$ cat src/rtl/dmem_arb_pkg.sv
// dmem_arb_pkg: shared FSM states, owner encoding and default parameters for dmem_arbiter.
package dmem_arb_pkg;
    typedef enum logic [1:0] {
        ST_IDLE = 2'd0,
        ST_BUSY = 2'd1,
        ST_RESP = 2'd2
    } state_e;
    localparam logic OWN_C = 1'b0;
    localparam logic OWN_D = 1'b1;
    localparam int DEF_ADDR_W       = 32;
    localparam int DEF_DATA_W       = 32;
    localparam int DEF_STARVE_LIMIT = 4;
    localparam int DEF_TIMEOUT      = 255;
endpackage

$ cat src/rtl/dmem_arbiter.sv
// dmem_arbiter: two-port (CPU/DMA) data memory arbiter with starvation guard and BUSY timeout.
module dmem_arbiter
    import dmem_arb_pkg::*;
#(
    parameter int ADDR_W       = DEF_ADDR_W,
    parameter int DATA_W       = DEF_DATA_W,
    parameter int STARVE_LIMIT = DEF_STARVE_LIMIT,
    parameter int TIMEOUT      = DEF_TIMEOUT
) (
    input  logic              clk_i,
    input  logic              rst_i,
    input  logic              cpu_req_i,
    input  logic              cpu_we_i,
    input  logic [ADDR_W-1:0] cpu_addr_i,
    input  logic [DATA_W-1:0] cpu_wdata_i,
    output logic [DATA_W-1:0] cpu_rdata_o,
    output logic              cpu_done_o,
    output logic              cpu_err_o,
    output logic              cpu_stall_o,
    input  logic              dma_req_i,
    input  logic              dma_we_i,
    input  logic [ADDR_W-1:0] dma_addr_i,
    input  logic [DATA_W-1:0] dma_wdata_i,
    output logic [DATA_W-1:0] dma_rdata_o,
    output logic              dma_done_o,
    output logic              dma_err_o,
    output logic              mem_req_o,
    output logic              mem_we_o,
    output logic [ADDR_W-1:0] mem_addr_o,
    output logic [DATA_W-1:0] mem_wdata_o,
    input  logic              mem_ack_i,
    input  logic [DATA_W-1:0] mem_rdata_i
);
    localparam int SW = $clog2(STARVE_LIMIT + 1);
    localparam int TW = $clog2(TIMEOUT + 1);

    state_e            state_q, state_d;
    logic              owner_q, owner_d;
    logic [SW-1:0]     starve_q, starve_d;
    logic [TW-1:0]     to_q, to_d;
    logic              err_q, err_d;
    logic [DATA_W-1:0] cpu_rdata_q, cpu_rdata_d, dma_rdata_q, dma_rdata_d;
    logic              busy, grant, grant_dma, timeout, done_cap;
    logic [DATA_W-1:0] cap_data;

    assign busy      = state_q == ST_BUSY;
    assign grant     = state_q == ST_IDLE && (cpu_req_i || dma_req_i);
    assign grant_dma = dma_req_i && (!cpu_req_i || starve_q == SW'(STARVE_LIMIT));
    // An ack in the final BUSY cycle beats the timeout.
    assign timeout   = busy && !mem_ack_i && to_q == TW'(TIMEOUT - 1);
    assign done_cap  = busy && (mem_ack_i || timeout);
    assign cap_data  = (mem_ack_i && !mem_we_o) ? mem_rdata_i : '0;

    always_comb begin
        state_d     = grant ? ST_BUSY : done_cap ? ST_RESP : state_q == ST_RESP ? ST_IDLE : state_q;
        owner_d     = grant ? grant_dma : owner_q;
        starve_d    = !grant ? starve_q :
                      (grant_dma || !dma_req_i) ? '0 :
                      starve_q == SW'(STARVE_LIMIT) ? starve_q : starve_q + SW'(1);
        to_d        = grant ? '0 : (busy && !mem_ack_i) ? to_q + TW'(1) : to_q;
        err_d       = timeout;
        cpu_rdata_d = (done_cap && owner_q == OWN_C) ? cap_data : cpu_rdata_q;
        dma_rdata_d = (done_cap && owner_q == OWN_D) ? cap_data : dma_rdata_q;
    end

    always_ff @(posedge clk_i or posedge rst_i) begin
        if (rst_i) begin
            state_q     <= ST_IDLE;
            owner_q     <= OWN_C;
            starve_q    <= '0;
            to_q        <= '0;
            err_q       <= 1'b0;
            cpu_rdata_q <= '0;
            dma_rdata_q <= '0;
        end else begin
            state_q     <= state_d;
            owner_q     <= owner_d;
            starve_q    <= starve_d;
            to_q        <= to_d;
            err_q       <= err_d;
            cpu_rdata_q <= cpu_rdata_d;
            dma_rdata_q <= dma_rdata_d;
        end
    end

    assign cpu_done_o  = state_q == ST_RESP && owner_q == OWN_C;
    assign dma_done_o  = state_q == ST_RESP && owner_q == OWN_D;
    assign cpu_err_o   = cpu_done_o && err_q;
    assign dma_err_o   = dma_done_o && err_q;
    assign cpu_stall_o = cpu_req_i && !cpu_done_o;
    assign cpu_rdata_o = cpu_rdata_q;
    assign dma_rdata_o = dma_rdata_q;
    assign mem_req_o   = busy;
    assign mem_we_o    = busy && (owner_q == OWN_D ? dma_we_i : cpu_we_i);
    assign mem_addr_o  = !busy ? '0 : owner_q == OWN_D ? dma_addr_i : cpu_addr_i;
    assign mem_wdata_o = !busy ? '0 : owner_q == OWN_D ? dma_wdata_i : cpu_wdata_i;
endmodule

$ cat config.mk
export PLATFORM = sky130hd
export DESIGN_NAME = dmem_arbiter
export DESIGN_NICKNAME = d
export VERILOG_FILES = /design/src/rtl/dmem_arb_pkg.sv /design/src/rtl/dmem_arbiter.sv
export SDC_FILE = /design/constraint.sdc
export NUM_CORES = 1
export LEC_CHECK = 0
export CAP_MARGIN = 20
export CORE_MARGIN = 3
export CORE_UTILIZATION = 33
export DETAILED_ROUTE_END_ITERATION = 8
export PLACE_DENSITY = 0.78
export SKIP_CTS_REPAIR_TIMING = 1
export SLEW_MARGIN = 15
export SYNTH_ARGS = -nofsm -noshare
export SYNTH_HDL_FRONTEND = slang
export SYNTH_SLANG_ARGS = --single-unit
$ cat constraint.sdc
create_clock -name clk_i -period 2.4 [get_ports clk_i]
set_input_delay 0.36 -clock clk_i [delete_from_list [all_inputs] [get_ports clk_i]]
set_output_delay 0.36 -clock clk_i [all_outputs]
set_load 0.02 [all_outputs]
## After elaboration in Yosys (flattened, before gate mapping)

Index checks and enable logic that the tools add are counted.

- Register bits: 79
- Input port bits: 167
- Output and inout port bits: 135
- Word-level logic and storage cells: 55

- Add/sub/neg operators: 2
- Equality and inequality tests: 5
- Mux-type cells: 13
- Bitwise logic cells: 1
- Reduce and logical (&&, ||, !) cells: 27

Operators by type and width:

| operator | number |
|---|---|
| 32-bit 2-to-1 mux | 5 |
| 8-bit 2-to-1 mux | 2 |
| 1-bit logical AND | 14 |
| 8-bit by 1-bit adder with 8-bit output, second input constant | 1 |
| 8-bit equality test, second input constant | 1 |
| 2-bit 2-to-1 mux | 3 |
| 3-bit 2-to-1 mux | 2 |
| 1-bit zero test | 5 |
| 1-bit logical OR | 4 |
| 3-bit by 1-bit adder with 3-bit output, second input constant | 1 |
| 3-bit equality test, second input constant | 1 |
| 3-bit nonzero test | 1 |
| 2-bit by 1-bit equality test with 1-bit output, second input constant | 1 |
| 2-bit equality test, second input constant | 1 |
| 2-bit zero test | 1 |
| 2-bit != test, second input constant | 1 |
| 2-bit AND reduction | 1 |
| 2-bit nonzero test | 1 |
| 1-bit 2-to-1 mux | 1 |
| 1-bit NOT | 1 |

## Longest topological paths before layout

- Depth in word-level cells: 7
- Mapped depth: 7
- Depth with buffers taken out: 5

## Worst setup path after synthesis

OpenSTA, ideal clock, no wires.

- Path kind: register -> output
- Start point: register state_q[1]
- End point: output port cpu_err_o
- Arrival: 1601 ps
- Required time: 2040 ps
- Path slack: 439 ps
- Stages on the path, launching flop included: 4
- Cell sequence: dfrtp_1 -> clkbuf_1 -> nor3b_1 -> and2_1

- Longest elaborated chain between the ends: 3

RTL lines:

| what | line | source |
|---|---|---|
| start, declared | dmem_arbiter.sv:37 | `state_e state_q, state_d;` |
| start signal, assigned | dmem_arbiter.sv:76 | `state_q <= state_d;` |
| 2-bit equality test | dmem_arbiter.sv:86 | `assign cpu_done_o = state_q == ST_RESP && owner_q == OWN_C;` |
| 1-bit logical AND | dmem_arbiter.sv:86 |  |
| via cpu_done_o | dmem_arbiter.sv:17 | `output logic cpu_done_o,` |
| 1-bit logical AND | dmem_arbiter.sv:88 | `assign cpu_err_o = cpu_done_o && err_q;` |
| end, declared | dmem_arbiter.sv:18 | `output logic cpu_err_o,` |

The timed path passes the listed nets, and every way through them passes these cells.

## Final worst setup path

- Start point: register owner_q
- End point: output port cpu_err_o

- Longest elaborated chain between the ends: 3

RTL lines:

| what | line | source |
|---|---|---|
| start, declared | dmem_arbiter.sv:38 | `logic owner_q, owner_d;` |
| start signal, assigned | dmem_arbiter.sv:77 | `owner_q <= owner_d;` |
| 1-bit NOT | dmem_arbiter.sv:86 |  |
| 1-bit logical AND | dmem_arbiter.sv:86 |  |
| 1-bit logical AND | dmem_arbiter.sv:88 |  |

Every way passes these cells.

==> impl_metrics.ini <==
[logic_synthesis]
ys_top_cells_by_area = dfrtp_1 (43%), mux2i_1 (15%), a221o_1 (14%)
yosysSeqAreaShare = 0.433
syn_inst = 448
ys_warn_count = 0
syn_area_sq_um = 4560
synthFlopType = dfrtp_1
synth_edf_count = 0
ys_async_sr_fraction = 1.00
synth_top_area_share = 0.433
ys_ff_latch = 79
syn_area_per_cell_sq_um = 10.2
yosysTopAreaCell = dfrtp_1
synthesis.nets = 619
ys_types = 40

[placed_design]
dp_cells = 908
gp_congestion = 0.866
preCtsSetupSlack_ps = 101
port_buffers = 301
hpwl_um = 15100

[sta]
min_period_over_period = 0.986
slew_headroom = 0.440
final-hold-violation-count = 0
rsz0062_at_grt = no
fin_tns_setup_ps = 0
drv_slew = 0
period_minus_slack_ps = 2370
setup_ws_ps = 33.7
fmax_ghz = 0.423
final-setup-viol-count = 0
worst_pin_slew_ps = 839
fin_skew_ps = 5.70

[pwr]
power.density_nw_per_um2 = 1260
irDropWorstVdd_v = 0.000671
p_seq_frac = 0.229
total_power_mw = 10.4
clockPowerShare = 0.142
p_switching_mw = 4.30
switching_share = 0.414
p_leak_nw = 3.54
p_int_mw = 6.08
combPwrFrac = 0.630

[route]
drt_pass1_iterations = 5
viasPerCell = 5.25
vias = 4859
drc = 0
wl_um = 19900
drtIter0Drc = 334
wire_per_inst_um = 21.4
ant_nets = 0

[worst_setup_path]
worst-path-buf-inv = 1
cp.required_ps = 2040
cpMaxStageDelayCell = clkdlybuf4s50_1
cp-end-kind = primary output
path_cells = nor3b_1 -> and2_1 -> clkdlybuf4s50_1
slowest_delay_ps = 650
setup.worst_path.start_class = flop
critPathTopFamily = buffers and inverters
arrival_ps = 2010
worstPathMaxFanout = 11
worstSetupPathType = reg -> out

[final_layout]
syn_to_final_growth_pct = 80.1
diodes = 0
num-nets-final = 916
layout_commonest_cell = clkdlybuf4s50_1
drive_gt1_frac = 0.0600
post-route-util = 0.613
stdcell_count = 926
num-fill-cells = 1108
most-common-layout-cells = clkdlybuf4s50_1 (279), dfrtp_1 (78), nor2_1 (72), mux2i_1 (67), and2_1 (66)

[clock_network]
clockBufferDepth = 2
root_buffer = clkbuf_16
cts_buffers = 9
path_clk_slew_ps = 60
worstSkewPairLatency_ps = 330
cts_tree = built
htree_levels = 3
clock-sinks = 79

[global_route]
grt_use_total = 0.248
grt_max_degree = 68
grt_pass1_vias = 5053
grt_pass1_wl_um = 28900
antenna_found_initial = 1
overflow = 0

[floorplan]
core_region_area_sq_um = 13400
start_util = 0.341
die_w_um = 124
die-area_sq_um = 15300
fp-row-count = 42
io-pin-count = 302
dieHeight_um = 124

[status]
status = finished, final reports clean

[run]
cap_violations = 0

[hold_path]
hp-class = in -> async
==> power groups by stage <==
stage	clock [mW]	sequential, mW	combinational [mW]
2_1_floorplan	0	2.81	3.12
3_3_place_gp	0	2.38	6.36
3_5_place_dp	0	2.39	6.49
4_1_cts	1.50	2.40	6.53
5_1_grt	1.56	2.46	6.95
6_report	1.47	2.37	6.53
==> worst paths after layout <==
path	from	endpoint	slack, ps	cells past startpoint
min reg2reg	to_q[5]	to_q[5]	530	1
max	owner_q	cpu_err_o	30	3
min	rst_i	owner_q	520	2
max in group asynchronous	rst_i	cpu_rdata_o[8]	1230	3
max reg2reg	owner_q	cpu_rdata_o[4]	220	5
min in group clk_i	to_q[5]	to_q[5]	530	1
==> cell usage after synthesis (2+ instances only) <==
cell type and instances:
a21oi_1 5, a221o_1 64, and2_1 66, buf_1 3, buf_2 18, buf_6 2
clkbuf_1 13, dfrtp_1 79, ha_1 4, inv_1 7, mux2i_1 67, nand2_1 4
nand2b_1 3, nand3_1 3, nand4_1 3, nor2_1 72, nor3b_1 3, nor4_1 3
o21ai_0 7, or3_1 2
==> per-stage QoR <==
stage | hold slack, ps | area, sq um
floorplan | 480 | 4560
global placement | 501 | 7830
detailed placement | 508 | 7830
CTS | 534 | 8150
global route | 557 | 8220
finish | 523 | 8220
==> logic make-up after synthesis <==
group                    after synthesis  synth area share
flip-flops                            79             0.433
buffers and inverters                 44            0.0452
AO/OA/AOI/OAI                         84             0.167
multiplexers                          67             0.147
AND/OR/NAND/NOR                      168             0.193
XOR/XNOR                               2           0.00384
adder cells (fa/ha/maj)                4            0.0110
==> sequential cells by signal, summed over array words and instances (netlist names) <==
| register | cells |
|---|---|
| cpu_rdata_o | 32 |
| dma_rdata_o | 32 |
| err_q | 1 |
| owner_q | 1 |
| starve_q | 3 |
| state_q | 2 |
| to_q | 8 |
==> metal layers <==
layer	routed length (um)	GRT usage	up-vias
li1	-	-	2236
met5	13	0	-
met3	1950	0.0863	38
met4	585	0.101	2
met2	9920	0.424	228
met1	7390	0.282	2355
==> final cells by class <==
type	instances	area, sq um	share of cell area
clock buffers	11	243	0.0295
clock inverters	5	78.8	0.00959
inverters	7	27.5	0.00335
multi-input cells	325	2400	0.291
flip-flops and latches	79	1980	0.241
well taps	176	220	0.0268
repair buffers	323	3270	0.398
(Power assumes the default switching activity.)
